File: src/rtl/idct_coef_loader.sv
//------------------------------------------------------------------------------
// Module   : idct_coef_loader
// Brief    : Dequantises zig-zag coefficients into a natural-order 8x8 block
//            packed as one ML*64-bit word for the IDCT core.
// Revision : 1.0 - initial release
//------------------------------------------------------------------------------
`default_nettype none

module idct_coef_loader #(
    parameter int ML = 16,
    parameter int QW = 8
) (
    input  logic            clk,
    input  logic            rst,
    input  logic            coef_valid,
    output logic            coef_ready,
    input  logic [ML-1:0]   coef_data,
    input  logic            coef_eob,
    input  logic            qt_we,
    input  logic [5:0]      qt_addr,
    input  logic [QW-1:0]   qt_data,
    output logic            blk_valid,
    input  logic            blk_ready,
    output logic [ML*64-1:0] blk_data
);

    localparam int c_PW = ML + QW + 1;

    typedef enum logic [0:0] {
        S_FILL = 1'b0,
        S_OUT  = 1'b1
    } state_t;

    state_t                 state_q, state_d;
    logic [5:0]             idx_q, idx_d;
    logic [63:0][ML-1:0]    buf_q;
    logic [63:0][QW-1:0]    qt_q;

    logic                   w_accept;
    logic                   w_release;
    logic [5:0]             w_nat;
    logic signed [c_PW-1:0] w_prod;
    logic signed [15:0]     w_sat;
    logic [ML-1:0]          w_val;

    // Zig-zag scan position -> natural row-major index.
    function automatic logic [5:0] f_zz(input logic [5:0] i);
        case (i)
            6'd0:  f_zz = 6'd0;   6'd1:  f_zz = 6'd1;   6'd2:  f_zz = 6'd8;   6'd3:  f_zz = 6'd16;
            6'd4:  f_zz = 6'd9;   6'd5:  f_zz = 6'd2;   6'd6:  f_zz = 6'd3;   6'd7:  f_zz = 6'd10;
            6'd8:  f_zz = 6'd17;  6'd9:  f_zz = 6'd24;  6'd10: f_zz = 6'd32;  6'd11: f_zz = 6'd25;
            6'd12: f_zz = 6'd18;  6'd13: f_zz = 6'd11;  6'd14: f_zz = 6'd4;   6'd15: f_zz = 6'd5;
            6'd16: f_zz = 6'd12;  6'd17: f_zz = 6'd19;  6'd18: f_zz = 6'd26;  6'd19: f_zz = 6'd33;
            6'd20: f_zz = 6'd40;  6'd21: f_zz = 6'd48;  6'd22: f_zz = 6'd41;  6'd23: f_zz = 6'd34;
            6'd24: f_zz = 6'd27;  6'd25: f_zz = 6'd20;  6'd26: f_zz = 6'd13;  6'd27: f_zz = 6'd6;
            6'd28: f_zz = 6'd7;   6'd29: f_zz = 6'd14;  6'd30: f_zz = 6'd21;  6'd31: f_zz = 6'd28;
            6'd32: f_zz = 6'd35;  6'd33: f_zz = 6'd42;  6'd34: f_zz = 6'd49;  6'd35: f_zz = 6'd56;
            6'd36: f_zz = 6'd57;  6'd37: f_zz = 6'd50;  6'd38: f_zz = 6'd43;  6'd39: f_zz = 6'd36;
            6'd40: f_zz = 6'd29;  6'd41: f_zz = 6'd22;  6'd42: f_zz = 6'd15;  6'd43: f_zz = 6'd23;
            6'd44: f_zz = 6'd30;  6'd45: f_zz = 6'd37;  6'd46: f_zz = 6'd44;  6'd47: f_zz = 6'd51;
            6'd48: f_zz = 6'd58;  6'd49: f_zz = 6'd59;  6'd50: f_zz = 6'd52;  6'd51: f_zz = 6'd45;
            6'd52: f_zz = 6'd38;  6'd53: f_zz = 6'd31;  6'd54: f_zz = 6'd39;  6'd55: f_zz = 6'd46;
            6'd56: f_zz = 6'd53;  6'd57: f_zz = 6'd60;  6'd58: f_zz = 6'd61;  6'd59: f_zz = 6'd54;
            6'd60: f_zz = 6'd47;  6'd61: f_zz = 6'd55;  6'd62: f_zz = 6'd62;
            default: f_zz = 6'd63;
        endcase
    endfunction

    assign coef_ready = (state_q == S_FILL);
    assign blk_valid  = (state_q == S_OUT);
    assign blk_data   = buf_q;

    assign w_accept  = coef_valid && (state_q == S_FILL);
    assign w_release = blk_ready && (state_q == S_OUT);

    // Quantiser is unsigned, so it is widened with a zero sign bit before the signed multiply.
    assign w_nat  = f_zz(idx_q);
    assign w_prod = c_PW'($signed(coef_data)) * c_PW'($signed({1'b0, qt_q[w_nat]}));

    always_comb begin
        w_sat = w_prod[15:0];
        if (w_prod > c_PW'(32767)) begin
            w_sat = 16'sh7FFF;
        end else if (w_prod < c_PW'(-32768)) begin
            w_sat = 16'sh8000;
        end
    end

    assign w_val = ML'(w_sat);

    always_comb begin
        state_d = state_q;
        idx_d   = idx_q;
        case (state_q)
            S_FILL: begin
                if (w_accept) begin
                    idx_d = idx_q + 6'd1;
                    if ((idx_q == 6'd63) || coef_eob) begin
                        state_d = S_OUT;
                        idx_d   = 6'd0;
                    end
                end
            end
            S_OUT: begin
                if (blk_ready) begin
                    state_d = S_FILL;
                end
            end
            default: state_d = S_FILL;
        endcase
    end

    always_ff @(posedge clk or posedge rst) begin
        if (rst) begin
            state_q <= S_FILL;
            idx_q   <= 6'd0;
        end else begin
            state_q <= state_d;
            idx_q   <= idx_d;
        end
    end

    always_ff @(posedge clk or posedge rst) begin
        if (rst) begin
            buf_q <= '0;
        end else if (w_release) begin
            buf_q <= '0;
        end else if (w_accept) begin
            buf_q[w_nat] <= w_val;
        end
    end

    // Written after the accept path reads it, so a same-edge write is seen by the next coefficient.
    always_ff @(posedge clk or posedge rst) begin
        if (rst) begin
            for (int i = 0; i < 64; i++) begin
                qt_q[i] <= QW'(1);
            end
        end else if (qt_we) begin
            qt_q[qt_addr] <= qt_data;
        end
    end

endmodule

`default_nettype wire
File: config.mk
export PLATFORM = sky130hd
export DESIGN_NAME = idct_coef_loader
export DESIGN_NICKNAME = d
export VERILOG_FILES = /design/src/rtl/idct_coef_loader.sv
export SDC_FILE = /design/constraint.sdc
export NUM_CORES = 2
export LEC_CHECK = 0
export ABC_AREA = 1
export CORE_AREA = 2 2 414 416
export DETAILED_ROUTE_END_ITERATION = 16
export DIE_AREA = 0 0 416 418
export SLEW_MARGIN = 10
export SYNTH_ARGS = -nofsm -noshare
export SYNTH_HDL_FRONTEND = slang
export SYNTH_SLANG_ARGS = --single-unit
export TNS_END_PERCENT = 20
File: constraint.sdc
create_clock -name clk -period 48.2 [get_ports clk]
set_clock_uncertainty 0.2 [all_clocks]
set_input_delay 7.23 -clock clk [delete_from_list [all_inputs] [get_ports clk]]
set_output_delay 7.23 -clock clk [all_outputs]
set_load 0.1 [all_outputs]
==> summary.md <==
After clock tree synthesis, the repair step resized 0 gates. The logs give 0 for the final setup violation count and 0 for the number of remaining DRC errors. The largest individual stage delay along the critical path comes from the cell sky130_fd_sc_hd__buf_4. Cell repeated most along the worst path: sky130_fd_sc_hd__nand2_1. The worst hold path class is register to register.

Sequential cells were found to cover 57.3% of the synthesized design area. The worst setup path is captured at a register. For this run, the total global-route usage over all layers was measured as 31.3%. TritonCTS built the clock tree. The worst stage delay on the critical path was 0.98 ns; the number of levels in the clock H-tree was 4. The area of the core was 0.169 sq mm; the max-capacitance violation count was 0.

The overflow left after global routing came out at 0. After layout, the minimum clock period comes to 14.18 ns. The utilization after layout was 50.4%. The tools report the floorplan die area as 0.174 sq mm. Of the total synthesized cell area, the portion taken by full adders, half adders and majority gates is 4.19%. The count of synthesis-stage warnings from yosys is 0, and the number of storage elements in the synthesis netlist is 1543. STA puts the critical path data required time at 48.76 ns. After synthesis, the share of cell area in mux cells is 0%. The worst setup path is launched from an input pin. The horizontal die dimension was 416 microns; the routed length per instance was 24.9 microns. The logs give 8 for the number of detailed-route iterations in the first pass and 0.908 for the final weighted congestion of routability-driven global placement. The initial cell density of the core was 39.9%. The run finished with clean final reports. The proportion of synthesized flip-flops having asynchronous set or reset was 100%. The logs give 0 for the residual antenna-violating net count after detailed routing and 6801 for the DRC violation total after the first TritonRoute iteration.

Entering global routing, the biggest net connects 175 pins. The logs give 8999 for the number of nets at the end of the flow and 168 for the CTS buffer count. In this run, synthesis inferred 0 flip-flops with an integrated enable. For the top-level I/O count, the log shows 1062. Data arrives at the worst endpoint at 14.74 ns. Based on the critical path, the design can be clocked at up to 70.5 MHz.

The number of global-route vias before repair is 56300. The synthesized-area fraction occupied by and/or/nand/nor cells works out to 26.5%. The count of buffers from port buffering was 1061; the layout-stage area growth over the synthesis result was 26.1%. For the half-perimeter wire length of the detailed placement result, the log shows 186 mm.

Setup repair after global routing left no endpoint under its margin. The cell area that synthesis handed to floorplanning was 0.0675 sq mm. The number of antenna violations at the first check in global routing came out at 4. Counting every net in the synthesized netlist gives 8119.

The synthesized-area fraction occupied by xor and xnor cells was 0.143%. Fill cells in the final layout number 15900. Measured along the y axis, the die boundary spans 418 microns. No sink is reached through more buffers than the 3 on the longest clock path. The final layout contains routed wiring with a total length of 278 mm. Dividing the detail-routed via count by the number of cells gives 5.35. In this run the biggest area consumer among cell types represents 54.8% of the synthesized area. At the later pin of the worst-skew pair, clock insertion delay measures 0.82 ns.

Clock-pin slew was measured on the worst setup and hold paths at 0.06 ns. Main combinational cell family by area after synthesis: simple AND/OR/NAND/NOR gates. Hold repair after CTS inserted 0 buffers. The vias after detailed routing was 59600. Count of endpoints failing hold in the final timing report: 0. After technology mapping, the gate count stands at 7918.

The synthesized design spends more area on one cell type than any other, namely sky130_fd_sc_hd__dfrtp_1. CTS placed an instance of sky130_fd_sc_hd__clkbuf_16 at the clock tree root. Dividing the synthesized area by the synthesized cell count gives 8.53 sq um. Yosys attributes the largest share of cell area to sky130_fd_sc_hd__dfrtp_1 55%, sky130_fd_sc_hd__nand2_1 21%, sky130_fd_sc_hd__o21ai_0 4.4%, sky130_fd_sc_hd__fa_1 3.0%, sky130_fd_sc_hd__dfstp_2 2.5%. The complex-gate fraction of the synthesized area was 7.06%; the share of the clock period used by the worst path was 29.4%. The classification of the worst setup path was input pin to register. After synthesis, the netlist uses 45 different library cells.

Clock tree synthesis found a total of 1543 sinks. The run gives 13.6% as the max-slew headroom at the worst pin. Of the cells placed in the final design, the portion with a size suffix greater than 1 is 6.33%. The number of buffers inserted by post-CTS setup repair was 0; the transition at the pin with the smallest max-transition slack was 1.29 ns. The tools report the number of pins with negative max-slew slack in the final report as 0. After routing, the total negative slack on setup checks comes to 0 ns. The initialized floorplan defines 151 standard-cell rows. The largest driver fanout on the critical path works out to 55.

In the synthesized netlist the dominant register cell turns out to be sky130_fd_sc_hd__dfrtp_1. The first global-routing pass estimated 402 mm of wire. The tightest hold path in the finished design has a slack of 0.277 ns.
==> cells in the mapped netlist (16+ instances only) <==
master,n
sky130_fd_sc_hd__buf_4,20
sky130_fd_sc_hd__nand3_1,321
sky130_fd_sc_hd__a21oi_1,26
sky130_fd_sc_hd__nor2_1,346
sky130_fd_sc_hd__nand3b_1,16
sky130_fd_sc_hd__nand2_1,3751
sky130_fd_sc_hd__buf_2,191
sky130_fd_sc_hd__inv_2,23
sky130_fd_sc_hd__o22ai_1,217
sky130_fd_sc_hd__dfstp_2,64
sky130_fd_sc_hd__dfrtp_1,1479
sky130_fd_sc_hd__nor2_2,27
sky130_fd_sc_hd__fa_1,102
sky130_fd_sc_hd__ha_1,63
sky130_fd_sc_hd__o21ai_0,595
sky130_fd_sc_hd__a22o_1,18
sky130_fd_sc_hd__nor3_1,23
sky130_fd_sc_hd__clkbuf_1,220
sky130_fd_sc_hd__inv_1,309
==> through the flow <==
| stage | cell area, sq um | instances | setup WS, ns |
|---|---|---|---|
| 4_1_cts | 85200 | 11100 | 34.07 |
| 3_5_place_dp | 79800 | 10800 | 33.20 |
| 6_report | 85200 | 11100 | 34.02 |
| 5_1_grt | 85200 | 11100 | 33.61 |
| 2_1_floorplan | 67500 | 7918 | 19.45 |
| 3_3_place_gp | 79800 | 10800 | 33.28 |
==> cells in the final DEF (no fill, tap or decap), types with 3 or more instances in the layout <==
cell type,Yosys,routed
sky130_fd_sc_hd__ha_1,63,63
sky130_fd_sc_hd__a22o_1,18,18
sky130_fd_sc_hd__dfstp_2,64,64
sky130_fd_sc_hd__clkinv_8,0,3
sky130_fd_sc_hd__o21ai_0,595,595
sky130_fd_sc_hd__o21ai_1,7,7
sky130_fd_sc_hd__bufinv_16,0,3
sky130_fd_sc_hd__clkbuf_8,0,34
sky130_fd_sc_hd__clkbuf_16,0,170
sky130_fd_sc_hd__clkinv_16,0,3
sky130_fd_sc_hd__nor2_1,346,331
sky130_fd_sc_hd__nor3_4,5,5
sky130_fd_sc_hd__buf_4,20,126
sky130_fd_sc_hd__xnor2_1,3,3
sky130_fd_sc_hd__buf_12,0,3
sky130_fd_sc_hd__dfrtp_1,1479,1479
sky130_fd_sc_hd__inv_1,309,305
sky130_fd_sc_hd__inv_2,23,31
sky130_fd_sc_hd__nand2_1,3751,3735
sky130_fd_sc_hd__nor2_4,10,11
sky130_fd_sc_hd__fa_1,102,102
sky130_fd_sc_hd__inv_6,0,6
sky130_fd_sc_hd__nand3b_1,16,16
sky130_fd_sc_hd__xor2_1,8,8
sky130_fd_sc_hd__nand2_2,13,9
sky130_fd_sc_hd__nand2_4,5,24
sky130_fd_sc_hd__nand3_1,321,321
sky130_fd_sc_hd__clkinv_2,0,15
sky130_fd_sc_hd__nor2_2,27,41
sky130_fd_sc_hd__clkdlybuf4s50_1,0,1026
sky130_fd_sc_hd__nor3_2,3,3
sky130_fd_sc_hd__nand4_1,13,13
sky130_fd_sc_hd__o22ai_1,217,217
sky130_fd_sc_hd__a21oi_1,26,26
sky130_fd_sc_hd__clkbuf_1,220,64
sky130_fd_sc_hd__clkinvlp_4,0,3
sky130_fd_sc_hd__nor3_1,23,23
==> kinds of logic after synthesis <==
group / count (synthesis)
buffers and inverters: 785
XOR/XNOR: 11
AO/OA/AOI/OAI: 876
flip-flops: 1543
AND/OR/NAND/NOR: 4538
adder cells (fa/ha/maj): 165
==> worst paths after layout <==
path                                      startpoint                        end  slack [ns]  cells after the start
hold reg to reg            blk_data[940]$_DFFE_PP0P_  blk_data[940]$_DFFE_PP0P_        0.28                      2
setup reg to reg                idx_q[0]$_DFFE_PP0P_  blk_data[178]$_DFFE_PP0P_       35.54                     44
setup / recovery                       coef_data[15]  blk_data[178]$_DFFE_PP0P_       34.02                     29
min in group asynchronous                        rst  blk_data[362]$_DFFE_PP0P_        6.89                      3
hold / removal             blk_data[940]$_DFFE_PP0P_  blk_data[940]$_DFFE_PP0P_        0.28                      2
max in group asynchronous                        rst  blk_data[813]$_DFFE_PP0P_       36.05                      8
==> per-layer routing <==
layer | up-vias | wire (microns) | track usage (%) | share of wire (%)
met5 | - | 31 | 0 | 0.011
met2 | 2808 | 127000 | 48.7 | 46
li1 | 26700 | - | - | -
met4 | 4 | 15200 | 15.6 | 5.5
met1 | 29600 | 113000 | 41.7 | 41
met3 | 550 | 22400 | 6.33 | 8.1
==> worst max-delay path, delay by kind of cell <==
| family | cells | cell delay [ns] |
|---|---|---|
| adder cells (fa/ha/maj) | 5 | 2.53 |
| buffers and inverters | 8 | 1.97 |
| AND/OR/NAND/NOR | 16 | 2.87 |
==> cell type report <==
cell class | count | area [sq um] | share of cell area (%)
clock buffer | 268 | 4960 | 5.83
tap | 2218 | 2780 | 3.26
clock inverter | 34 | 403 | 0.473
sequential | 1543 | 38700 | 45.4
multi-input combinational | 5590 | 25800 | 30.3
inverter | 340 | 1280 | 1.51
antenna | 1 | 2.50 | 0.00294
timing repair buffer | 1155 | 11300 | 13.2
==> flip-flops by register name, indices dropped and copies added (netlist names) <==
name / cells
blk_data: 1024
blk_valid: 1
idx_q: 6
qt_q: 512
Power is not shown: default switching activity piles up to over one toggle a cycle in this logic, so the estimate is an artifact.
